$ cat config.mk
export PLATFORM = sky130hd
export DESIGN_NAME = cdb_result_buffer
export DESIGN_NICKNAME = d
export VERILOG_FILES = /design/src/rtl/cdb_result_buffer.sv
export SDC_FILE = /design/constraint.sdc
export NUM_CORES = 1
export LEC_CHECK = 0
export ABC_CLOCK_PERIOD_IN_PS = 2800
export CAP_MARGIN = 20
export CORE_ASPECT_RATIO = 1.5
export CORE_MARGIN = 1.5
export CORE_UTILIZATION = 45
export DETAILED_ROUTE_END_ITERATION = 12
export DONT_BUFFER_PORTS = 1
export REMOVE_ABC_BUFFERS = 1
export SLEW_MARGIN = 20
export SYNTH_ARGS = -nofsm -noshare
export SYNTH_HDL_FRONTEND = slang
export SYNTH_SLANG_ARGS = --single-unit
$ cat constraint.sdc
create_clock -name clk -period 2.8 [get_ports clk]
set_clock_uncertainty 0.15 [all_clocks]
set_input_delay 0.14 -clock clk [delete_from_list [all_inputs] [get_ports clk]]
set_output_delay 0.14 -clock clk [all_outputs]
set_load 0.01 [all_outputs]
$ cat src/rtl/cdb_result_buffer.sv
`default_nettype none
// ============================================================================
//  Module   : cdb_result_buffer
//  Purpose  : Transmitter side of the common-data-bus broadcast handshake.
//             Queues completed (label, data) results from one functional
//             unit in FIFO order. While it holds a result it raises a request
//             to its CDB arbiter slot. On grant it shows the head entry to
//             the CDB mux and retires it.
//  Ports    : clk        rising-edge clock
//             nRST       asynchronous active-low reset
//             inEN       functional unit presents a completed result
//             dataIn     result data
//             labelIn    producing reservation-station tag (0 = illegal)
//             available  buffer can accept a result this cycle
//             require    request to the CDB arbiter
//             requireAC  arbiter grant
//             dataOut    head data to the CDB mux (0 when idle)
//             labelOut   head tag to the CDB mux (0 when idle)
//             count      number of occupied entries
//             err        sticky protocol-error flag
//  Options  : CDB_RESULT_BUFFER_BYPASS_EN - when the buffer is empty, a legal
//             incoming result is offered to the CDB in the same cycle.
//  Revision : 1.0 - initial release
// ============================================================================
module cdb_result_buffer #(
  parameter int DEPTH   = 4,
  parameter int DATA_W  = 32,
  parameter int LABEL_W = 4
) (
  input  logic                     clk,
  input  logic                     nRST,
  input  logic                     inEN,
  input  logic [DATA_W-1:0]        dataIn,
  input  logic [LABEL_W-1:0]       labelIn,
  output logic                     available,
  output logic                     require,
  input  logic                     requireAC,
  output logic [DATA_W-1:0]        dataOut,
  output logic [LABEL_W-1:0]       labelOut,
  output logic [$clog2(DEPTH):0]   count,
  output logic                     err
);

  localparam int PTR_W = $clog2(DEPTH);
  localparam int CNT_W = PTR_W + 1;
  localparam logic [CNT_W-1:0] c_DEPTH = CNT_W'(DEPTH);
  localparam logic [CNT_W-1:0] c_ONE   = CNT_W'(1);

  logic [DATA_W-1:0]  r_data_mem  [DEPTH];
  logic [LABEL_W-1:0] r_label_mem [DEPTH];
  logic [PTR_W-1:0]   r_wr_ptr;
  logic [PTR_W-1:0]   r_rd_ptr;
  logic [CNT_W-1:0]   r_count;
  logic               r_err;

  logic w_label_ok;
  logic w_not_empty;
  logic w_avail;
  logic w_push;
  logic w_store;
  logic w_pop;
  logic w_bypass;
  logic w_require;
  logic w_err_now;

  assign w_label_ok  = (labelIn != '0);
  assign w_not_empty = (r_count != '0);
  // Derived from registered count only, so no grant-to-available path exists.
  assign w_avail     = (r_count < c_DEPTH);
  assign w_push      = inEN && w_avail && w_label_ok;

`ifdef CDB_RESULT_BUFFER_BYPASS_EN
  // An empty buffer forwards a legal incoming result straight to the mux.
  assign w_bypass  = inEN && w_label_ok && !w_not_empty;
`else
  assign w_bypass  = 1'b0;
`endif

  assign w_require = w_not_empty || w_bypass;
  // A bypassed result that is granted immediately is broadcast, never stored.
  assign w_store   = w_push && !(w_bypass && requireAC);
  assign w_pop     = requireAC && w_not_empty;
  assign w_err_now = (inEN && !w_avail) || (inEN && !w_label_ok) ||
                     (requireAC && !w_require);

  always_ff @(posedge clk) begin
    if (w_store) begin
      r_data_mem[r_wr_ptr]  <= dataIn;
      r_label_mem[r_wr_ptr] <= labelIn;
    end
  end

  always_ff @(posedge clk or negedge nRST) begin
    if (!nRST) begin
      r_wr_ptr <= '0;
      r_rd_ptr <= '0;
      r_count  <= '0;
      r_err    <= 1'b0;
    end else begin
      if (w_store) begin
        r_wr_ptr <= r_wr_ptr + 1'b1;
      end
      if (w_pop) begin
        r_rd_ptr <= r_rd_ptr + 1'b1;
      end
      if (w_store && !w_pop) begin
        r_count <= r_count + c_ONE;
      end else if (!w_store && w_pop) begin
        r_count <= r_count - c_ONE;
      end
      if (w_err_now) begin
        r_err <= 1'b1;
      end
    end
  end

  always_comb begin
    dataOut  = '0;
    labelOut = '0;
    if (w_not_empty) begin
      dataOut  = r_data_mem[r_rd_ptr];
      labelOut = r_label_mem[r_rd_ptr];
    end else if (w_bypass) begin
      dataOut  = dataIn;
      labelOut = labelIn;
    end
  end

  assign available = w_avail;
  assign require   = w_require;
  assign count     = r_count;
  assign err       = r_err;

endmodule
`default_nettype wire

* Yosys cells after proc, flatten, opt, wreduce, memory -nomap -nowiden
Memories as Yosys holds them, arrays and structs flattened. Index checks and enable logic that the tools add are counted.
Storage, ports and cells: register bits 8, memory bits (writable) 144, input bits 40, output and inout port bits 42, word-level logic and storage cells 35, memories kept 2
Memory list:
- r_data_mem | words 4, width 32, rd ports 1, clocked after Yosys merged registers in 0, wr ports 1, RTL line 49 | logic [DATA_W-1:0] r_data_mem [DEPTH];
- r_label_mem | words 4, width 4, rd ports 1, clocked after Yosys merged registers in 0, wr ports 1, RTL line 50 | logic [LABEL_W-1:0] r_label_mem [DEPTH];
Cells by class: add/subtract/negate cells 4, magnitude comparators 1, multiplexer cells 6, reductions and logical operators 18
Operator list (count):
- $mux W32 | 1
- $logic_and A1 B1 Y1 | 8
- $mux W3 | 2
- $logic_not A1 Y1 | 5
- $add A2 B1 Y2 const B | 2
- $mux W4 | 1
- $reduce_bool A4 Y1 | 1
- $add A3 B1 Y3 const B | 1
- $lt A3 B3 Y1 const B | 1
- $reduce_bool A3 Y1 | 1
- $sub A3 B1 Y3 const B | 1
- $logic_or A1 B1 Y1 | 2
- $mux W1 | 2
- $reduce_bool A2 Y1 | 1

* Longest topological paths before layout
depth in word-level cells 7, gate-level depth with buffers 10, depth with buffers taken out 9

* Least setup slack after synthesis
No wires, ideal clock.
kind reg-to-reg, start register r_count[2] (netlist: count[2]), end memory r_data_mem[0][0], enable pin, library setup time 0.397 ns, arrival 1.736 ns, required time 2.253 ns, setup slack 0.517 ns, stages on the path, launching flop included 3, buffers on the path 0, clock period less this slack 2.283 ns, path through dfrtp_1 > nor3b_2 > and2_1
Between the ends: cells in the longest elaborated chain, start to end 5
Ends and longest elaborated chain:
- from (decl) | RTL line 53 | logic [CNT_W-1:0] r_count;
- from (signal assigned) | RTL line 107 | r_count <= r_count + c_ONE;
- from (signal assigned) | RTL line 109 | r_count <= r_count - c_ONE;
- $lt A3 B3 Y1 | RTL line 69 | assign w_avail = (r_count < c_DEPTH);
- $logic_and A1 B1 Y1 (2 in series) | RTL line 70 | assign w_push = inEN && w_avail && w_label_ok;
- net w_push | RTL line 59 | logic w_push;
- $mux W1 | RTL line 87 | if (w_store) begin
- $mux W1 (not written as such) | RTL line 88 | r_data_mem[r_wr_ptr] <= dataIn;
- to (decl) | RTL line 49
The timed path passes the listed nets, and every way through them passes these cells.

* Worst setup path after layout
start register r_rd_ptr[0], end output port dataOut[4]
Between the ends: cells in the longest elaborated chain, start to end 2
Ends and longest elaborated chain:
- from (decl) | RTL line 52 | logic [PTR_W-1:0] r_rd_ptr;
- from (signal assigned) | RTL line 104 | r_rd_ptr <= r_rd_ptr + 1'b1;
- $mem_v2 Z4 W32
- $mux W32 | RTL line 120 | if (w_not_empty) begin
- to (decl) | RTL line 38 | output logic [DATA_W-1:0] dataOut,
No other way between the ends.

==> metrics.md <==
| Metric | Value |
|---|---|
| Number of sinks driven by the clock tree | `152` |
| Result of the run | `finished clean` |
| Ordered list of cells on the worst path | `buf_12, mux4_2, and2_1` |
| Area of combinational cells with multiple inputs | `1270 sq um` |
| Overall routing resource usage | `16.0%` |
| Die Span Y | `143 um` |
| Synth area leader | `edfxtp_1` |
| Most common cell after layout, fill and taps aside | `edfxtp_1` |
| Proportion of power drawn by flip-flops and latches | `42.7%` |
| Cell types with the largest area share after synthesis | `edfxtp_1, mux4_2, and2_1, dfrtp_1, ha_1` |
| Actual transition at the worst max-transition pin | `0.454 ns` |
| Net load switching power | `0.00204 W` |
| Final Wtd Congestion | `0.689` |
| Initial antenna violation count | `0` |
| Sequential area share after synthesis | `76.8%` |
| Hold slack | `0.266 ns` |
| Initial core utilization | `45.7%` |
| Worst-case clock buffer depth | `2` |
| Placeable core region | `12900 sq um` |
| Setup repair after global routing missed its margin | `false` |
| Crit path arrival time | `2.05 ns` |
| Worst min-delay path category | `in2reg` |
| Number of max-slew violations in the final report | `0` |
| Number of routed nets with antenna violations | `0` |
| Top library cells by usage in the layout, fill and taps aside | `edfxtp_1, dlygate4sd3_1, mux4_2, and2_1, clkbuf_16` |
| Total power of the final layout | `0.00714 W` |
| Routed wire length per instance | `20.1 um` |
| Die area | `13800 sq um` |
| Number of diodes added for antenna fixing | `0` |
| Internal reg-to-reg setup slack | `0.58 ns` |
| Maximum single-stage delay on the critical path | `0.65 ns` |
| Setup TNS Final | `0 ns` |
| Fraction of power consumed by the clock network | `29.9%` |
| Combinational power share | `27.4%` |
| Crit Path Class | `reg2out` |
| Count of final setup violators | `0` |
| Number of gates resized after cts | `0` |
| Min cycle time layout | `2.34 ns` |
| Max-Slew Margin vs Limit | `69.7%` |
| Largest voltage drop on the vdd net | `0.649 mV` |
| Final net count | `371` |
| DRC violation count after routing | `0` |
| Boundary pin count | `82` |
| Wire length of the first global-routing pass | `15.3 mm` |
| Layout-stage area growth over the synthesis result | `21.0%` |
| Number of hold-slack violations in the final timing report | `0` |
| Std-Cell Rows | `51` |
| Fill cell total of the finished layout | `1002` |
| FF+latch count, synth | `152` |
| Lkg Pwr | `2.32 nW` |
| Port Buffers | `0` |
| Highest attainable clock frequency | `427 MHz` |
| Detailed placer's ending HPWL | `5.99 mm` |
| Netlist area before placement | `5890 sq um` |
| Cells after synthesis | `268` |
| Mean number of vias per cell | `5.32` |
| H-tree depth reported by CTS | `4` |
| Final clock period utilization by the worst path | `83.6%` |
| Die W | `96.4 um` |
| Global route overflow | `0` |
| CTS tree | `yes` |
| Count of routing violations after the opening detailed-route iteration | `113` |
| Wire length after detailed routing | `10.0 mm` |
| Required time at the worst-slack endpoint | `2.51 ns` |
| Area of all sequential standard cells | `4530 sq um` |
| Synth unique cells | `22` |
| Pin count of the biggest net entering global routing | `39` |
| Critical path capture point type | `output pin` |
| Mean post-synth cell area | `22.0 sq um` |
| Power per Cell Area | `1000 nW/um^2` |
| Net Sw Frac | `28.6%` |
| CTS Buf Count | `17` |
| Clock Tree Root | `clkbuf_16` |
| Vias post-DR | `2644` |
| Clk slew on worst S/H paths | `0.06 ns` |
| Worst skew pair latency | `0.41 ns` |
| Critical path launch point type | `flop` |
| Cell at the slowest stage of the critical path | `dfrtp_2` |
| Yosys synthesis warning count | `0` |
| Maximum fanout encountered on the critical timing path | `14` |
| Max-Cap Viols | `0` |
| Fraction of layout instances using a drive strength above 1 | `24.3%` |
| First-pass iteration count of the detailed router | `4` |
| Vias in the first global route | `2854` |
| Area fraction of the dominant cell type after synthesis | `73.4%` |
| Cell Int Power | `0.00510 W` |
-- worst max-delay path: cells and delay by family (launching register included) --
family,cells,cell delay [ns]
DFF,1,0.65
muxes,1,0.54
buffers and inverters,1,0.23
and+or+nand+nor,1,0.21
-- cells in the mapped netlist --
| cell type | n |
|---|---|
| xor2_1 | 1 |
| edfxtp_1 | 144 |
| and2_1 | 40 |
| fa_1 | 1 |
| o21ai_0 | 1 |
| a21oi_1 | 1 |
| mux4_2 | 36 |
| inv_1 | 5 |
| buf_6 | 1 |
| mux2_2 | 2 |
| nand3_1 | 1 |
| nor4_1 | 1 |
| clkbuf_1 | 4 |
| nand2_1 | 2 |
| buf_2 | 5 |
| xnor2_1 | 5 |
| nor3_1 | 1 |
| buf_8 | 2 |
| dfrtp_1 | 8 |
| nor3b_2 | 1 |
| ha_1 | 5 |
| nor2_1 | 1 |
-- per-layer routing --
layer	vias to the layer above	track usage (%)	share of wire, %
li1	1189	-	-
met1	1379	19.6	40
met2	66	26.1	53
met3	10	4.63	5.5
met4	0	6.86	1.5
met5	-	0	0
-- cells by family (layout without fill, tap and decap cells) --
kind of cell,Yosys count,count (layout),share of synthesized area (%)
xor gates and xnor gates,6,6,0.892
buffers and inverters,17,87,1.70
and+or+nand+nor,47,47,4.93
DFF,152,152,76.8
muxes,38,38,14.1
adders and majority gates,6,6,1.40
AOI/OAI and AO/OA,2,2,0.170
-- path summary, 6_finish.rpt --
kind | startpoint | to | cells after the start
max in group asynchronous | nRST | r_rd_ptr[1] | 2
min in group asynchronous | nRST | err | 2
worst min-delay path | inEN | err | 3
worst min register to register | r_wr_ptr[1] | r_wr_ptr[1] | 1
worst max register to register | count[2] | count[2] | 7
worst max-delay path | r_rd_ptr[0] | dataOut[4] | 3
-- cell type report --
cell class | instances | area share, %
Clock buffer | 18 | 6.02
Clock inverter | 14 | 1.86
Inverter | 5 | 0.263
Multi-Input combinational cell | 99 | 17.9
Sequential cell | 152 | 63.5
Timing Repair Buffer | 50 | 7.75
Tap cell | 159 | 2.79
-- state kept, by name, summed over array words and instances, names as in the netlist --
register / cells
r_data_mem: 128
r_label_mem: 16
count: 3
r_rd_ptr: 2
r_wr_ptr: 2
err: 1
-- per-stage QoR --
step	utilization [%]	setup slack [ns]	instances	area (sq um)
global route	55.3	0.313	497	7130
floorplan	-	0.116	256	5810
detailed placement	47.8	0.597	424	6160
finish	55.3	0.458	497	7130
CTS	55.3	0.395	497	7130
global placement	47.8	0.611	424	6160
-- what timing repair did --
item / in CTS / in global routing
buffers inserted: 0 / 0
hold buffers: 41 / 0
hold endpoints to repair: 157 / 0
-- power groups by stage --
stage          logic, W  registers [W]  clock network, W
6_report        0.00196        0.00305           0.00214
4_1_cts         0.00202        0.00306           0.00218
3_5_place_dp    0.00195        0.00311                 0
2_1_floorplan   0.00134        0.00317                 0
3_3_place_gp    0.00193        0.00309                 0
5_1_grt         0.00214        0.00310           0.00225
(Power assumes the default switching activity.)
